--- src/rtl/answer_entry.sv ---
// Answer-entry controller: builds three digit fields from buttons, submits them to the
// checker and tracks verdict, retry hold and per-question time limit.
module answer_entry #(
  parameter logic [3:0]  DIGIT_MAX   = 4'd9,
  parameter logic [31:0] TIME_LIMIT  = 32'd1_500_000_000,
  parameter logic [7:0]  RESP_WAIT   = 8'd8,
  parameter logic [31:0] HOLD_CYCLES = 32'd50_000_000
) (
  input  logic        CLK,
  input  logic        RST,
  input  logic        START,
  input  logic        BTN_UP,
  input  logic        BTN_NEXT,
  input  logic        BTN_ENTER,
  input  logic        BTN_CLR,
  input  logic [1:0]  RESULT,
  output logic [3:0]  ANSWER_1,
  output logic [3:0]  ANSWER_2,
  output logic [3:0]  ANSWER_3,
  output logic [11:0] DISP,
  output logic [1:0]  CURSOR,
  output logic [2:0]  STATE_OUT,
  output logic        DONE,
  output logic        TIMEUP
);

  typedef enum logic [2:0] {
    StIdle    = 3'd0,
    StEdit    = 3'd1,
    StSubmit  = 3'd2,
    StCorrect = 3'd3,
    StWrong   = 3'd4,
    StTimeup  = 3'd5
  } state_e;

  state_e            state_q, state_d;
  logic [2:0][3:0]   field_q, field_d;
  logic [2:0][3:0]   answer_q, answer_d;
  logic [1:0]        cursor_q, cursor_d;
  logic [31:0]       timer_q, timer_d;
  logic [7:0]        wait_q, wait_d;
  logic [31:0]       hold_q, hold_d;
  logic [4:0]        prev_q;
  logic [4:0]        in_now;
  logic [4:0]        edge_hit;
  logic              e_up, e_next, e_enter, e_clr, e_start;
  logic [31:0]       timer_inc;
  logic              time_out;

  // Bit order {start, clr, enter, next, up}
  assign in_now   = {START, BTN_CLR, BTN_ENTER, BTN_NEXT, BTN_UP};
  assign edge_hit = in_now & ~prev_q;
  assign e_up     = edge_hit[0];
  assign e_next   = edge_hit[1];
  assign e_enter  = edge_hit[2];
  assign e_clr    = edge_hit[3];
  assign e_start  = edge_hit[4];

  assign timer_inc = (timer_q != 32'hFFFF_FFFF) ? timer_q + 32'd1 : timer_q;
  assign time_out  = (timer_q >= TIME_LIMIT - 32'd1);

  // Next-state, field editing and counter control
  always_comb begin
    state_d  = state_q;
    field_d  = field_q;
    cursor_d = cursor_q;
    timer_d  = timer_q;
    wait_d   = wait_q;
    hold_d   = hold_q;
    unique case (state_q)
      StIdle, StCorrect, StTimeup: begin
        if (e_start) begin
          state_d  = StEdit;
          field_d  = '0;
          cursor_d = 2'd0;
          timer_d  = 32'd0;
        end
      end
      StEdit: begin
        timer_d = timer_inc;
        if (time_out) begin
          // Expiry beats any button edge in the same cycle
          state_d = StTimeup;
        end else if (e_start) begin
          field_d  = '0;
          cursor_d = 2'd0;
          timer_d  = 32'd0;
        end else if (e_clr) begin
          field_d  = '0;
          cursor_d = 2'd0;
        end else if (e_enter) begin
          if (field_q != '0) begin
            state_d = StSubmit;
            wait_d  = 8'd0;
          end
        end else if (e_next) begin
          cursor_d = (cursor_q == 2'd2) ? 2'd0 : cursor_q + 2'd1;
        end else if (e_up) begin
          field_d[cursor_q] = (field_q[cursor_q] == DIGIT_MAX) ? 4'd0
                                                                : field_q[cursor_q] + 4'd1;
        end
      end
      StSubmit: begin
        if (RESULT == 2'b01) begin
          state_d = StCorrect;
        end else if (RESULT == 2'b11 || wait_q >= RESP_WAIT - 8'd1) begin
          state_d = StWrong;
          hold_d  = 32'd0;
        end else begin
          wait_d = wait_q + 8'd1;
        end
      end
      StWrong: begin
        timer_d = timer_inc;
        if (time_out) begin
          state_d = StTimeup;
        end else if (hold_q >= HOLD_CYCLES - 32'd1) begin
          state_d  = StEdit;
          field_d  = '0;
          cursor_d = 2'd0;
        end else begin
          hold_d = hold_q + 32'd1;
        end
      end
      default: state_d = StIdle;
    endcase
    // Checker only sees the fields once submitted
    answer_d = (state_d == StSubmit || state_d == StCorrect) ? field_d : '0;
  end

  // State, field and counter registers
  always_ff @(posedge CLK) begin
    if (RST) begin
      state_q  <= StIdle;
      field_q  <= '0;
      answer_q <= '0;
      cursor_q <= 2'd0;
      timer_q  <= 32'd0;
      wait_q   <= 8'd0;
      hold_q   <= 32'd0;
      prev_q   <= 5'd0;
    end else begin
      state_q  <= state_d;
      field_q  <= field_d;
      answer_q <= answer_d;
      cursor_q <= cursor_d;
      timer_q  <= timer_d;
      wait_q   <= wait_d;
      hold_q   <= hold_d;
      prev_q   <= in_now;
    end
  end

  assign ANSWER_1  = answer_q[0];
  assign ANSWER_2  = answer_q[1];
  assign ANSWER_3  = answer_q[2];
  assign DISP      = field_q;
  assign CURSOR    = cursor_q;
  assign STATE_OUT = state_q;
  assign DONE      = (state_q == StCorrect);
  assign TIMEUP    = (state_q == StTimeup);

endmodule
--- config.mk ---
export PLATFORM = sky130hd
export DESIGN_NAME = answer_entry
export DESIGN_NICKNAME = d
export VERILOG_FILES = /design/src/rtl/answer_entry.sv
export SDC_FILE = /design/constraint.sdc
export NUM_CORES = 1
export LEC_CHECK = 0
export CAP_MARGIN = 20
export CORE_MARGIN = 4
export CORE_UTILIZATION = 49
export DETAILED_ROUTE_END_ITERATION = 16
export GPL_TIMING_DRIVEN = 0
export PLACE_DENSITY = 0.74
export SLEW_MARGIN = 40
export SYNTH_ARGS = -nofsm -noshare
export SYNTH_HDL_FRONTEND = slang
export SYNTH_SLANG_ARGS = --single-unit
--- constraint.sdc ---
create_clock -name CLK -period 7.2 [get_ports CLK]
set_input_delay 2.16 -clock CLK [delete_from_list [all_inputs] [get_ports CLK]]
set_output_delay 2.16 -clock CLK [all_outputs]
set_load 0.01 [all_outputs]
==> flow_summary.ini, run 1 <==
[run_status]
status = finished clean

[setup_path]
crit_path_cell_trace = clkdlybuf4s50_1, nand2b_1, clkbuf_1, o21ai_0, nor2_1, nand2_1, o21ai_1, mux2i_1, nor2_1
cp-end-kind = flip-flop
path_common_cell = nor2_1
crit_path_top_delay_cell = nor2_1
critical-path-top-delay-family = simple AND/OR/NAND/NOR gates
slowest_delay_ns = 0.56
worst-path-buf-inv = 2
crit_type = input pin to flip-flop
start_kind = input pin
crit_path_max_fanout = 10
cp.arrival_ns = 4.85
crit_required_ns = 7.46

[power_and_ir_drop]
power_frac_seq = 0.534
comb_power_share = 0.082
p_int_mw = 0.830
clock_power_share = 0.384
p_leak_nw = 2.09
switching_share = 0.257
power_mw = 1.12
p_switching_mw = 0.287
powerDensity_nw_per_um2 = 180
peakVddDrop_v = 0.000181

[route]
dr.pass1.iters = 5
drcViolationCount = 0
antenna_left = 0
wl_per_cell_um = 16.5
via_per_inst = 6.14
vias = 5389
wl_mm = 14.5
drtIter0Drc = 476

[die]
io_pins = 40
fp.dieArea_um2 = 12800
die_x_um = 113
coreArea_um2 = 10800
die_h_um = 113
num_rows = 38
initial_core_util = 0.500

[logic_synthesis]
syn_inst = 682
netlist_area_um2 = 5390
synth-main-ff-cell = dfxtp_1
synth_warnings = 0
async_reset_ff_frac = 0
ys_types = 56
synth_area_per_cell_um2 = 7.91
synth_fp_nets = 694
synth-seq-cells = 106
synth_edf_count = 0
ys_seq_area_frac = 0.393

[final_layout]
area_delta_synth_final_pct = 15.1
final_cell_mix = dfxtp_1 (106), nor2_1 (74), nand2_1 (52), o21ai_0 (52), a21oi_1 (47)
fillerInstances = 996
stdcell_count = 877
nets = 744
final_common_cell = dfxtp_1
drive_above_1_share = 0.0326
fin_util = 0.575
diodes = 0

[grt]
grt_max_degree = 19
grt_pass1_vias = 5034
antenna_found_initial = 0
grt.overflow.total = 0
track_usage = 0.225
grt_pass1_wl_mm = 23.8

[placed_design]
dp.cells = 861
gp_congestion = 0.918
hpwl_mm = 10.5
portBuffers = 39

[timing]
finClkSkew_ns = 0.0138
report.final.hold_viol_count = 0
drv_slew = 0
slew-limit-headroom = 0.462
fmax_ghz = 0.218
rsz0062_at_grt = false
period_share = 0.637
post-route-min-period_ns = 4.59
tightest_slew_ns = 0.798
setup_viol = 0
setup_tns_ns = 0

[clock_network]
clkTransAtPathRegs_ns = 0.10
cts_inserted_buffers = 9
cts.sinks = 106
cts.path.max_buffers = 2
cts_setup_buffers = 0
clk_latency_ns = 0.39
hold_buffers = 0
cts_tree = built
htree_levels = 3
cts-root-buf = clkbuf_8
cts_resized = 0

[job]
max_cap_viol_count = 0

[min_path]
hold_class = flip-flop to flip-flop
-- kinds of logic after synthesis --
kind of cell             count (synthesis)  share of synthesized area
adder cells (fa/ha/maj)                  3                    0.00696
AND/OR/NAND/NOR                        329                      0.324
XOR/XNOR                                18                     0.0292
AO/OA/AOI/OAI                          181                      0.209
multiplexers                             5                    0.00928
flip-flops                             106                      0.393
buffers and inverters                   40                     0.0281
-- sequential cells by signal, indices dropped and copies added, names as in the netlist --
register and cells:
CURSOR 2, ANSWER_3 4, hold_q 32, DISP 12, STATE_OUT 3, ANSWER_1 4, timer_q 32, prev_q 5
ANSWER_2 4, wait_q 8
-- synthesized netlist by cell type, types with 16 or more instances --
cell,instances,area share
and3_1,19,0.022
nand3_1,36,0.033
nor4_1,18,0.021
nor2_1,74,0.051
and2_1,22,0.026
dfxtp_1,106,0.39
a21oi_1,47,0.044
o31ai_1,16,0.022
nand2_1,52,0.036
xnor2_1,16,0.026
o21ai_0,52,0.048
clkbuf_1,33,0.023
nand4_1,16,0.019
nand2b_1,16,0.019
-- power groups by stage --
stage	Sequential [mW]	Clock (mW)	Combinational, mW
floorplan	0.609	0	0.0585
global placement	0.609	0	0.0877
detailed placement	0.610	0	0.0899
CTS	0.596	0.439	0.0902
global route	0.597	0.459	0.101
finish	0.596	0.429	0.0920
-- worst reg2reg max path: cells and delay by family, from the launching register on --
family	cells	cell delay, ns
DFF	1	0.39
AOI/OAI and AO/OA	2	0.65
and+or+nand+nor	5	1.95
buffers and inverters	1	0.46
-- per-layer routing --
metal,part of all wire,global-route usage,vias to the layer above
li1,-,-,2617
met1,0.47,0.300,2572
met2,0.46,0.364,173
met3,0.053,0.0551,27
met4,0.018,0.0641,0
met5,0,0,-
-- path summary, 6_finish.rpt --
| kind | cells after the start | start | to | slack, ns |
|---|---|---|---|---|
| max | 9 | START | wait_q[1] | 2.61 |
| min | 1 | hold_q[31] | hold_q[31] | 0.46 |
| max reg2reg | 8 | timer_q[16] | ANSWER_2[3] | 3.63 |
| min reg2reg | 1 | hold_q[31] | hold_q[31] | 0.46 |
-- cell type report --
class,count,area [um^2],share of cell area
plain buffers,36,136,0.0220
well taps,140,175,0.0282
repair buffers,39,390,0.0629
clock buffers,10,138,0.0222
inverters,4,15.0,0.00242
multi-input cells,536,3130,0.505
flip-flops and latches,106,2120,0.342
clock inverters,6,97.6,0.0157
-- stage by stage --
| stage | hold slack, ns | area, um^2 | setup slack, ns |
|---|---|---|---|
| finish | 0.461 | 6210 | 2.61 |
| global route | 0.478 | 6210 | 2.42 |
| CTS | 0.465 | 6210 | 2.76 |
| detailed placement | 0.438 | 5970 | 2.35 |
| global placement | 0.432 | 5960 | 2.23 |
| floorplan | 0.420 | 5390 | 3.39 |
Note: power is estimated with default switching activity, not from simulation.
==> inputs of run 2 (changes only) <==
Settings changed: PLACE_DENSITY 0.74 to 0.76.
Clock period 7.2 ns to 4.05 ns, I/O delays scaled along.
==> run 2 against run 1 <==
  * Combinational power increased by 79%
  * Hold slack improved by 0.0013 ns
  * Wire length increased by 0.65%
  * First-iteration DRC count is 44% higher
  * Non-clock buffer count is the same
  * Clock power increased by 63%
  * Global-route usage decreased by 0.33 points
  * Largest cell class unchanged
==> flow_summary.ini, run 2 (synthesis results as in run 1) <==
[clock_network]
cts_tree = built
htree_levels = 3
cts.sinks = 106
cts_resized = 0
clkTransAtPathRegs_ns = 0.11
cts_setup_buffers = 0
hold_buffers = 0
clk_latency_ns = 0.37
cts.path.max_buffers = 2
cts_inserted_buffers = 9
cts-root-buf = clkbuf_8

[timing]
fmax_ghz = 0.276
period_share = 0.894
slew-limit-headroom = 0.422
setup_viol = 0
rsz0062_at_grt = false
setup_tns_ns = 0
post-route-min-period_ns = 3.62
drv_slew = 0
report.final.hold_viol_count = 0
finClkSkew_ns = 0.0144
tightest_slew_ns = 0.865

[die]
fp.dieArea_um2 = 12800
coreArea_um2 = 10800
initial_core_util = 0.500
io_pins = 40
die_h_um = 113
die_x_um = 113
num_rows = 38

[setup_path]
crit_type = input pin to flip-flop
cp-end-kind = flip-flop
crit_path_max_fanout = 10
start_kind = input pin
crit_required_ns = 4.35
reg2reg_from = timer_q[16]
cp.arrival_ns = 3.92
cp-startpoint = START

[route]
drcViolationCount = 0
wl_per_cell_um = 16.6
dr.pass1.iters = 5
antenna_left = 0
drtIter0Drc = 687
vias = 5439
wl_mm = 14.6
via_per_inst = 6.20

[job]
max_cap_viol_count = 0

[min_path]
hold_class = flip-flop to flip-flop
min_from = hold_q[31]

[placed_design]
portBuffers = 39
dpl-instance-area_um2 = 5970
gp_congestion = 0.931
hpwl_mm = 10.6

[final_layout]
final_cell_mix = dfxtp_1 (106), nor2_1 (74), nand2_1 (52), o21ai_0 (52), a21oi_1 (47)
diodes = 0
area_delta_synth_final_pct = 14.5
final_common_cell = dfxtp_1
nets = 744
postLayoutCellArea_um2 = 6180
drive_above_1_share = 0.0299

[grt]
grt_max_degree = 19
grt_pass1_vias = 5046
antenna_found_initial = 0
grt.overflow.total = 0
grt_pass1_wl_mm = 23.7
track_usage = 0.222

[power_and_ir_drop]
peakVddDrop_v = 0.000244
p_int_mw = 1.42
powerDensity_nw_per_um2 = 312
p_switching_mw = 0.509
clock_power_share = 0.364
switching_share = 0.264
p_leak_nw = 2.08
comb_power_share = 0.086
power_frac_seq = 0.550

[run_status]
status = finished clean
==> run 2: area by class of cell <==
class	count	area, um^2
Tap cell	140	175
Fill cell	1001	4620
Clock inverter	5	67.6
Timing Repair Buffer	39	390
Multi-Input combinational cell	536	3130
Clock buffer	11	141
Inverter	4	15.0
Buffer	36	136
Sequential cell	106	2120
==> run 2: through the flow <==
step / cells / utilization / power, mW / setup slack, ns / hold slack, ns
3_5_place_dp: 861 / 0.553 / 1.24 / 0.0995 / 0.437
2_1_floorplan: 682 / - / 1.19 / 1.19 / 0.420
3_3_place_gp: 861 / 0.552 / 1.24 / 0.104 / 0.432
6_report: 877 / 0.572 / 1.93 / 0.430 / 0.462
5_1_grt: 877 / 0.572 / 1.99 / 0.177 / 0.491
4_1_cts: 877 / 0.572 / 1.93 / 0.483 / 0.468
==> run 2: power groups by stage <==
| stage | Sequential [mW] | Combinational [mW] | Clock, mW |
|---|---|---|---|
| floorplan | 1.08 | 0.104 | 0 |
| global placement | 1.08 | 0.154 | 0 |
| detailed placement | 1.08 | 0.160 | 0 |
| CTS | 1.06 | 0.160 | 0.709 |
| global route | 1.06 | 0.179 | 0.744 |
| finish | 1.06 | 0.165 | 0.701 |
==> run 2: routing by layer <==
metal  track usage  vias to the layer above  part of all wire
met5             0                        -                 0
met4        0.0641                        0             0.012
met2         0.368                      242              0.47
met1         0.296                     2566              0.44
met3        0.0412                       21             0.072
li1              -                     2610                 -
==> run 2: critical path: stages <==
cell             delay (ns)
clkdlybuf4s50_1        0.43
nand2b_1               0.08
clkbuf_1               0.40
a21oi_1                0.18
nor2_1                 0.48
nor3_1                 0.15
a31oi_1                0.23
clkbuf_1               0.37
o21ai_0                0.21
a21oi_1                0.18
==> run 2: path summary, 6_finish.rpt <==
| check | end | slack [ns] | cells past startpoint |
|---|---|---|---|
| setup / recovery | ANSWER_2[2] | 0.43 | 10 |
| hold reg to reg | hold_q[31] | 0.46 | 1 |
| setup reg to reg | ANSWER_3[3] | 0.61 | 8 |
| hold / removal | hold_q[31] | 0.46 | 1 |
==> inputs of run 3 (changes only) <==
Clock period 4.05 ns to 2.99 ns, I/O delays scaled along.
==> run 3 against run 2 <==
  * Die area unchanged
  * Cell count increased by 0.34%
  * Clock skew rose by 0.00062 ns
  * Largest power group unchanged
  * Non-clock buffer count increased by 3
  * Critical endpoint is now hold_q[20]
  * Largest cell class unchanged
==> flow_summary.ini, run 3 (synthesis results as in run 1) <==
[grt]
grt_max_degree = 19
busiest_layer = met2
track_usage = 0.223
grt_pass1_wl_mm = 23.7
grt_pass1_vias = 5056
grtUsageMet3 = 0.0417
antenna_found_initial = 0
use_met2 = 0.370
grt_use_met1 = 0.296
grt.overflow.total = 0

[placed_design]
hpwl_mm = 10.6
dp.cells = 861
portBuffers = 39
gp_congestion = 0.931

[die]
fp.dieArea_um2 = 12800
coreArea_um2 = 10800
initial_core_util = 0.500
die_h_um = 113
num_rows = 38
io_pins = 40
die_x_um = 113

[final_layout]
area_delta_synth_final_pct = 18.4
nets = 747
fin_util = 0.592
fillerInstances = 975
diodes = 0
final-seq-area_um2 = 2120
multi_input_area_um2 = 3280
stdcell_count = 880
drive_above_1_share = 0.0838
final_common_cell = dfxtp_1
final_cell_mix = dfxtp_1 (105), nor2_1 (69), nand2_1 (52)

[route]
drtIter0Drc = 582
wl_mm = 14.7
vias = 5477
via_per_inst = 6.22
drcViolationCount = 0
dr.pass1.iters = 6
antenna_left = 0
wl_per_cell_um = 16.7

[setup_path]
cp-end-kind = flip-flop
crit_type = flip-flop to flip-flop
crit_path_max_fanout = 7
cp.arrival_ns = 3.22
start_kind = flip-flop
crit_required_ns = 3.29

[timing]
report.final.hold_viol_count = 0
setup_viol = 0
period_share = 0.976
tightest_slew_ns = 0.821
post-route-min-period_ns = 2.92
slew-limit-headroom = 0.447
rsz0062_at_grt = true
drv_slew = 0
finClkSkew_ns = 0.0150
fmax_ghz = 0.343

[power_and_ir_drop]
clock_power_share = 0.363
p_leak_nw = 2.17
p_switching_mw = 0.696
peakVddDrop_v = 0.000329
p_int_mw = 1.93
powerDensity_nw_per_um2 = 411
comb_power_share = 0.090
power_mw = 2.62
power_frac_seq = 0.548
switching_share = 0.265

[clock_network]
cts_tree = built
cts.sinks = 106
clkTransAtPathRegs_ns = 0.11
cts_inserted_buffers = 9
cts-root-buf = clkbuf_8
hold_buffers = 0
htree_levels = 3
cts.path.max_buffers = 2
clk_latency_ns = 0.38

[job]
max_cap_viol_count = 0

[run_status]
status = finished clean

[min_path]
hold_class = flip-flop to flip-flop
## run 3: cell count changes in the layout (fill, tap and decap cells not counted), sizes merged
| cell | delta |
|---|---|
| buf | +13 |
| clkbuf | -10 |
## run 3: metrics by stage
step                      area (um^2)  setup TNS, ns  hold WS (ns)  setup WS, ns
final                            6390              0         0.463        0.0704
after global routing             6390        -0.0345         0.491       -0.0219
after CTS                        6250         -0.530         0.468       -0.0789
after detailed placement         5970         -26.37         0.437        -0.642
after global placement           5960         -29.83         0.432        -0.638
after floorplan                  5390              0         0.420         0.230
## run 3: worst max-delay path: stages, from the launching register on
cell,delay [ns]
dfxtp_2,0.37
or3_1,0.42
a221o_1,0.35
a221o_1,0.35
o21a_2,0.28
or4_4,0.59
or3_1,0.32
a21oi_1,0.16
## run 3: per-layer routing
layer,up-vias,wire length [um],share of wire
met3,25,1020,0.070
met4,0,223,0.015
met5,-,0,0
met1,2585,6470,0.44
li1,2620,-,-
met2,247,7000,0.48
## run 3: cell type report
class                      instances  area share
inverter                           4     0.00235
timing repair buffer              47      0.0705
tap                              140      0.0274
clock buffer                      11      0.0221
sequential                       106       0.332
multi-input combinational        536       0.513
clock inverter                     5      0.0106
buffer                            31      0.0212
## run 3: final timing paths
kind                     from    endpoint  slack [ns]  depth (start not counted)
setup / recovery  timer_q[16]  hold_q[20]        0.07                          7
hold / removal     hold_q[31]  hold_q[31]        0.46                          1
setup reg to reg  timer_q[16]  hold_q[20]        0.07                          7
hold reg to reg    hold_q[31]  hold_q[31]        0.46                          1
## run 3: power groups by stage
stage | sequential [mW] | clock (mW) | combinational, mW
floorplan | 1.47 | 0 | 0.141
global placement | 1.47 | 0 | 0.209
detailed placement | 1.47 | 0 | 0.216
CTS | 1.44 | 0.961 | 0.222
global route | 1.44 | 1.01 | 0.254
finish | 1.44 | 0.951 | 0.235
## run 3: timing repair
item,4_1_cts,5_1_grt
setup endpoints to repair,80,80
hold endpoints to repair,0,0
gates resized for setup,19,39
pin swaps,1,9
gates cloned,0,0
buffers inserted,3,5
